$ cat config.mk
export PLATFORM = sky130hd
export DESIGN_NAME = bist_sequencer
export DESIGN_NICKNAME = d
export VERILOG_FILES = /design/src/rtl/bist_pkg.sv /design/src/rtl/bist_misr.sv /design/src/rtl/bist_sequencer.sv
export SDC_FILE = /design/constraint.sdc
export NUM_CORES = 1
export LEC_CHECK = 0
export CAP_MARGIN = 20
export CELL_PAD_IN_SITES_DETAIL_PLACEMENT = 0
export CELL_PAD_IN_SITES_GLOBAL_PLACEMENT = 1
export CORE_ASPECT_RATIO = 0.7
export CORE_UTILIZATION = 32
export DETAILED_ROUTE_END_ITERATION = 16
export PLACE_DENSITY_LB_ADDON = 0.1
export SLEW_MARGIN = 5
export SYNTH_ARGS = -nofsm -noshare
export SYNTH_HDL_FRONTEND = slang
export SYNTH_SLANG_ARGS = --single-unit
$ cat constraint.sdc
create_clock -name clk -period 2.4 [get_ports clk]
set_clock_uncertainty 0.15 [all_clocks]
set_input_delay 0.36 -clock clk [delete_from_list [all_inputs] [get_ports clk]]
set_output_delay 0.36 -clock clk [all_outputs]
set_load 0.01 [all_outputs]
$ cat src/rtl/bist_pkg.sv
// Shared types and constants for the BIST sequencer: FSM state encoding,
// LFSR/MISR feedback tap masks and default widths.
package bist_pkg;

    typedef enum logic [2:0] {
        S_IDLE,
        S_LOAD,
        S_APPLY,
        S_CAPTURE,
        S_DONE
    } state_t;

    localparam int DEF_IN_W  = 19;
    localparam int DEF_OUT_W = 20;
    localparam int DEF_CNT_W = 16;

    // Feedback taps: LFSR x18^x5^x1^x0, MISR x19^x16
    localparam logic [18:0] LFSR_TAPS = 19'h40023;
    localparam logic [19:0] MISR_TAPS = 20'h90000;

endpackage

$ cat src/rtl/bist_misr.sv
// Multiple-input signature register: shift with tap feedback, XOR in response.
// Synchronous clear has priority over enable.
module bist_misr
    import bist_pkg::*;
#(
    parameter int              OUT_W = DEF_OUT_W,
    parameter logic [OUT_W-1:0] TAPS = OUT_W'(MISR_TAPS)
) (
    input  logic             clk,
    input  logic             rst_n,
    input  logic             clr,
    input  logic             en,
    input  logic [OUT_W-1:0] din,
    output logic [OUT_W-1:0] sig
);

    always_ff @(posedge clk or negedge rst_n) begin
        if (!rst_n) begin
            sig <= '0;
        end else if (clr) begin
            sig <= '0;
        end else if (en) begin
            sig <= {sig[OUT_W-2:0], ^(sig & TAPS)} ^ din;
        end
    end

endmodule

$ cat src/rtl/bist_sequencer.sv
// BIST sequencer: LFSR pattern source, settle timer, MISR compaction, golden compare.
// Optional `abort` input enabled by defining BIST_ABORT_EN.
module bist_sequencer
    import bist_pkg::*;
#(
    parameter int IN_W   = DEF_IN_W,
    parameter int OUT_W  = DEF_OUT_W,
    parameter int CNT_W  = DEF_CNT_W,
    parameter int SETTLE = 1
) (
    input  logic             clk,
    input  logic             rst_n,
    input  logic             start,
`ifdef BIST_ABORT_EN
    input  logic             abort,
`endif
    input  logic [CNT_W-1:0] pattern_count,
    input  logic [IN_W-1:0]  seed,
    input  logic [OUT_W-1:0] golden,
    output logic [IN_W-1:0]  dut_in,
    input  logic [OUT_W-1:0] dut_out,
    output logic             busy,
    output logic             done,
    output logic             pass,
    output logic [OUT_W-1:0] signature
);

    localparam int SET_W = (SETTLE > 1) ? $clog2(SETTLE) : 1;

    state_t             state, state_n;
    logic [IN_W-1:0]    lfsr;
    logic [CNT_W-1:0]   cnt, cnt_inc, count_q;
    logic [SET_W-1:0]   settle_cnt;
    logic               settle_done;
    logic               load, cap;

    assign cnt_inc     = cnt + CNT_W'(1);
    assign settle_done = (settle_cnt == SET_W'(SETTLE - 1));

    always_ff @(posedge clk or negedge rst_n) begin
        if (!rst_n) begin
            state <= S_IDLE;
        end else begin
            state <= state_n;
        end
    end

    always_comb begin
        state_n = state;
        load    = 1'b0;
        cap     = 1'b0;
        unique case (state)
            S_IDLE, S_DONE: begin
                if (start) begin
                    state_n = S_LOAD;
                    load    = 1'b1;
                end
            end
            S_LOAD:    state_n = (count_q == '0) ? S_DONE : S_APPLY;
            S_APPLY:   if (settle_done) state_n = S_CAPTURE;
            S_CAPTURE: begin
                cap     = 1'b1;
                state_n = (cnt_inc == count_q) ? S_DONE : S_APPLY;
            end
            default:   state_n = S_IDLE;
        endcase
`ifdef BIST_ABORT_EN
        // Abort only bites mid-run; lfsr/misr freeze where they are
        if (abort && busy) begin
            state_n = S_IDLE;
            cap     = 1'b0;
        end
`endif
    end

    always_ff @(posedge clk or negedge rst_n) begin
        if (!rst_n) begin
            settle_cnt <= '0;
        end else if (state == S_APPLY && !settle_done) begin
            settle_cnt <= settle_cnt + SET_W'(1);
        end else begin
            settle_cnt <= '0;
        end
    end

    always_ff @(posedge clk or negedge rst_n) begin
        if (!rst_n) begin
            lfsr    <= IN_W'(1);
            cnt     <= '0;
            count_q <= '0;
        end else if (load) begin
            lfsr    <= (seed == '0) ? IN_W'(1) : seed;
            cnt     <= '0;
            count_q <= pattern_count;
        end else if (cap) begin
            lfsr    <= {lfsr[IN_W-2:0], ^(lfsr & IN_W'(LFSR_TAPS))};
            cnt     <= cnt_inc;
        end
    end

    bist_misr #(
        .OUT_W (OUT_W)
    ) u_misr (
        .clk   (clk),
        .rst_n (rst_n),
        .clr   (load),
        .en    (cap),
        .din   (dut_out),
        .sig   (signature)
    );

    assign dut_in = lfsr;
    assign busy   = (state == S_LOAD) || (state == S_APPLY) || (state == S_CAPTURE);
    assign done   = (state == S_DONE);
    assign pass   = done && (signature == golden);

endmodule
# Word-level counts from Yosys, hierarchy flattened
# Index checks and enable logic that the tools add are counted.
dict set report totals {
  ff_bits 75
  latch_bits 0
  ramBits 0
  rom_bits 0
  inputBits 78
  output_inout_bits 42
  elab_cells 45
  n_memories 0
}
dict set report classes {
  n_addsub 2
  n_mul 0
  n_div 0
  order_cmp 0
  n_eq_ne 8
  shift 0
  muxes 16
  n_bitwise 1
  n_reduce_logical 12
}
# cell n
set ops {}
lappend ops {{19-bit 2-to-1 mux} 3}
lappend ops {{20-bit 2-to-1 mux} 2}
lappend ops {{16-bit 2-to-1 mux} 2}
lappend ops {{20-bit == test} 1}
lappend ops {{20-bit XOR reduction} 1}
lappend ops {{20-bit bitwise XOR} 1}
lappend ops {{19-bit logical NOT} 1}
lappend ops {{19-bit XOR reduction} 1}
lappend ops {{16-bit by 1-bit adder with 16-bit output (second input constant)} 1}
lappend ops {{16-bit == test} 1}
lappend ops {{16-bit logical NOT} 1}
lappend ops {{3-bit 2-to-1 mux} 4}
lappend ops {{3-bit one-hot mux with 4 select lines} 1}
lappend ops {{3-bit by 2-bit == test with 1-bit output (second input constant)} 2}
lappend ops {{1-bit 2-to-1 mux} 4}
lappend ops {{2-bit != test (second input constant)} 2}
lappend ops {{3-bit by 1-bit == test with 1-bit output (second input constant)} 1}
lappend ops {{3-bit == test (second input constant)} 1}
lappend ops {{3-bit logical NOT} 1}
lappend ops {{1-bit logical AND} 2}
lappend ops {{1-bit logical OR} 2}
lappend ops {{2-bit AND reduction} 1}
lappend ops {{2-bit nonzero test} 1}
lappend ops {{2-bit OR reduction} 1}
lappend ops {{1-bit adder (second input constant)} 1}

# Longest topological paths before layout
dict set report logic_depth {
  word_depth 4
  depth_mapped 7
  mapped_depth_nobuf 7
}

# Hierarchy
# Synthesis repeated with hierarchy kept, for this count alone.
dict set report unflattened {
  cells_unflattened 470
  hier_area_um2 4180.3
}
# module instances cells_per_inst area_per_inst_um2 seq_area_each_um2
set by_module_without_submodules {}
lappend by_module_without_submodules {bist_sequencer 1 384 3231.8 1377.6}
lappend by_module_without_submodules {bist_misr 1 86 948.4 500.5}

# Worst setup path before layout
# No wires, ideal clock.
dict set report synth_path {
  kind {register to register}
  from {register cnt[0]}
  to {register state[1]}
  setup_time_ps 132
  arrival_time_ps 1804
  required_time_ps 2118
  slack_ps 314
  stages_incl_launch_ff 8
  path_buffers 0
  period_less_slack_ps 2086
  cell_sequence {dfrtp_1 -> ha_1 -> nand3_2 -> nor4_4 -> mux2i_1 -> o2111a_1 -> o2111a_1 -> a31oi_1}
}
dict set report synth_between {
  elab_chain_cells 4
}
# element line_no
set synth_lines {}
lappend synth_lines {{start: declaration} bist_sequencer.sv:32} ;# logic [CNT_W-1:0] cnt, cnt_inc, count_q;
lappend synth_lines {{start signal: assignment} bist_sequencer.sv:97} ;# cnt <= cnt_inc;
lappend synth_lines {{16-bit by 1-bit adder with 16-bit output} bist_sequencer.sv:37} ;# assign cnt_inc = cnt + CNT_W'(1);
lappend synth_lines {{16-bit == test} bist_sequencer.sv:63} ;# state_n = (cnt_inc == count_q) ? S_DONE : S_APPLY;
lappend synth_lines {{3-bit 2-to-1 mux} bist_sequencer.sv:63}
lappend synth_lines {{3-bit one-hot mux with 4 select lines} bist_sequencer.sv:52} ;# unique case (state)
lappend synth_lines {{end signal: assignment} bist_sequencer.sv:44} ;# state <= state_n;
lappend synth_lines {{end: declaration} bist_sequencer.sv:30} ;# state_t state, state_n;
# Every way passes these cells.
# A chain may end at the register's enable or synchronous reset.

# Worst setup path after layout
dict set report layout_path {
  from {register u_misr.sig[3]}
  to {output pass}
}
dict set report layout_between {
  elab_chain_cells 2
}
# element line_no
set layout_lines {}
lappend layout_lines {{start: declaration} bist_misr.sv:14} ;# output logic [OUT_W-1:0] sig
lappend layout_lines {{start signal: assignment} bist_misr.sv:23} ;# sig <= {sig[OUT_W-2:0], ^(sig & TAPS)} ^ din;
lappend layout_lines {{20-bit == test} bist_sequencer.sv:115} ;# assign pass = done && (signature == golden);
lappend layout_lines {{1-bit logical AND} bist_sequencer.sv:115}
lappend layout_lines {{end: declaration} bist_sequencer.sv:24} ;# output logic pass,
# Every way passes these cells.

==> flow_summary.ini <==
[cts]
tritoncts = done
ctsRootBufferMaster = clkbuf_16
cts_sinks = 75
numCtsBuffers = 9
htree_levels = 3
clk_latency_ns = 0.33
clock_path_buffers = 2
clk_pin_slew_worst_paths_ns = 0.06

[route]
dr.pass1.iters = 4
wl_per_cell_um = 16.0
met2_length_mm = 4.73
wl_met3_um = 707
vias_per_cell = 4.86
vias = 3604
drcViolationCount = 0
antenna_left = 0
wl_met1_mm = 6.39
highest_layer = met4
initialDrtViolationCount = 158
drt-total-wl_mm = 11.9

[placed_design]
placed_cell_area_um2 = 5690
port_buffers = 119
post-dp-hpwl_mm = 8.86
place_congestion = 0.839

[critical_path]
start_kind = flop
worstSetupPathType = flop to output port
required_ns = 1.89
worstPathArrival_ns = 1.79
reg2regPathDepth = 6
crit_fanout = 2
endpoint_kind = output port

[sta]
finalHoldViolations = 0
setup_viol = 0
slew_violations = 0
period_minus_slack_ns = 2.30
max_slew_margin_pct = 55.6
fmax_mhz = 435
period_share_pct = 95.8
worst_slew_pin_slew_ns = 0.660
rsz0062_at_grt = true

[layout]
regArea_um2 = 1880
mostFrequentLayoutCells = clkdlybuf4s50_1 (114), dfrtp_1 (74), nand2_1 (50)
fin_util_pct = 48.7
nNetsFinal = 655
areaGrowthSynthToFinish_pct = 48.4
n_fill_cell = 1177
multi_input_area_um2 = 2140
final_common_cell = clkdlybuf4s50_1
fin_area_um2 = 6040
diodes = 0
drive_gt1_share_pct = 15.0

[synth]
ys_seq_area_share_pct = 46.1
synth_top_cells_by_area = dfrtp_1 (45%), xnor2_1 (9.7%), o21ai_0 (5.7%)
synth-edff-count = 0
synth_top_area_share_pct = 45.5
async_reset_ff_share_pct = 100
ys_warn_count = 0
synth.avg_cell_area_um2 = 9.56
synthesis.nets = 505
ys.flop_type = dfrtp_1
mappedNetlistArea_um2 = 4070
synthDistinctLibCells = 46
synth_seq_cells = 75
syn_inst = 426
yosysTopAreaCell = dfrtp_1

[status]
status = finished clean

[floorplan]
die_w_um = 137
die_area_um2 = 13200
start_util_pct = 32.8
row_count = 34
coreArea_um2 = 12400
die_h_um = 96.4
io_pins = 120

[power_and_ir_drop]
switching_share_pct = 32.3
peakVddDrop_v = 0.000412
power.leakage_nw = 2.51
total_power_mw = 5.55
power.share.sequential_pct = 36.4
p_int_mw = 3.76
p_clk_share_pct = 25.7
p_comb_share_pct = 37.9
p_switching_mw = 1.79
p_per_area_nw_per_um2 = 919

[global_routing]
grt_pass1_vias = 3488
grt_pass1_wl_mm = 18.7
grt_use_total_pct = 18.9
grt_overflow = 0
grt_max_degree = 36
antenna_found_initial = 0

[run]
cap_viol_max_count = 0

[hold_path]
min_path_type = input port to asynchronous set/reset pin
[area by class of cell]
type | instances | share of cell area, %
clock buffer | 10 | 3.79
clock inverter | 5 | 1.30
inverter | 2 | 0.124
multi-input combinational | 331 | 35.5
sequential | 75 | 31.1
tap | 162 | 3.35
timing repair buffer | 157 | 24.9
[layer usage]
layer	vias up	GRT usage, %
met5	-	0
met4	0	3.85
met3	5	4.75
met2	91	25.7
met1	1713	29.3
li1	1795	-
[cells in the mapped netlist (2+ instances only)]
master    count
clkbuf_1     12
and2_1        4
o21ai_0      46
o22ai_1       9
nand3_1       9
nor4_1       11
nor2_1       49
inv_1         2
nand2b_1      3
nor3_1        2
nor3_2        2
nor4_2        2
nand3_2       2
xnor2_1      45
a21oi_1       7
o31ai_1       4
nand2_1      50
buf_1         3
dfrtp_1      74
a31oi_1      11
buf_2         3
nand4_1       7
nor2b_1       3
mux2i_1       4
mux2_2       16
xor2_1       18
nor3b_1       3
o2111a_1      2
and3_1        5
nor4_4        2
[worst paths after layout]
check,startpoint,to,slack [ns]
max,u_misr.sig[3]$_DFFE_PN0P_,pass,0.10
min,rst_n,cnt[7]$_DFFE_PN0P_,0.33
max reg2reg,cnt[7]$_DFFE_PN0P_,state[2]$_DFFE_PN0P_,0.13
min reg2reg,state[0]$_DFFE_PN0P_,state[0]$_DFFE_PN0P_,0.34
max in group asynchronous,rst_n,cnt[3]$_DFFE_PN0P_,1.19
min in group clk,state[0]$_DFFE_PN0P_,state[0]$_DFFE_PN0P_,0.34
[kinds of logic after synthesis]
family          share of synthesized area, %
xor+xnor                                13.5
fa+ha+maj                              0.307
other cells                           0.0921
simple gates                            20.3
flops                                   46.1
mux                                     5.41
buf+inv                                 1.94
compound gates                          12.3
[what timing repair did]
item | 4_1_cts | 5_1_grt
gates cloned | 0 | 0
pin swaps | 2 | 2
hold buffers | 1 | 0
endpoints found under the hold margin | 24 | 0
buffers inserted | 0 | 2
resized for setup | 6 | 6
endpoints found under the setup margin | 1 | 3
[power by group through the flow]
stage / logic (mW) / registers, mW / clock network [mW]
2_1_floorplan: 0.888 / 2.10 / 0
3_3_place_gp: 2.07 / 2.03 / 0
3_5_place_dp: 2.08 / 2.04 / 0
4_1_cts: 2.10 / 2.02 / 1.47
5_1_grt: 2.33 / 2.08 / 1.52
6_report: 2.11 / 2.02 / 1.43
[sequential cells by signal, summed over array words and instances, names as in the netlist]
signal / flops
count_q: 16
state: 3
settle_cnt: 1
cnt: 16
dut_in: 19
u_misr.sig: 20
[per-stage QoR]
step | instances | setup TNS [ns] | setup WS, ns | hold slack [ns]
after global routing | 742 | -0.0374 | -0.0374 | 0.357
after CTS | 740 | 0 | 0.0116 | 0.337
after detailed placement | 724 | -0.535 | -0.535 | 0.156
final | 742 | 0 | 0.102 | 0.328
after global placement | 724 | -0.596 | -0.596 | 0.155
after floorplan | 426 | 0 | 0.314 | -0.0856
[worst max-delay path, stage by stage (launching register included)]
cell     delay (ns)
dfrtp_1        0.39
xor2_1         0.17
nor4_2         0.31
buf_4          0.16
nand4_1        0.09
nor4_1         0.17
buf_2          0.18
Power figures use the tool's default switching activity.
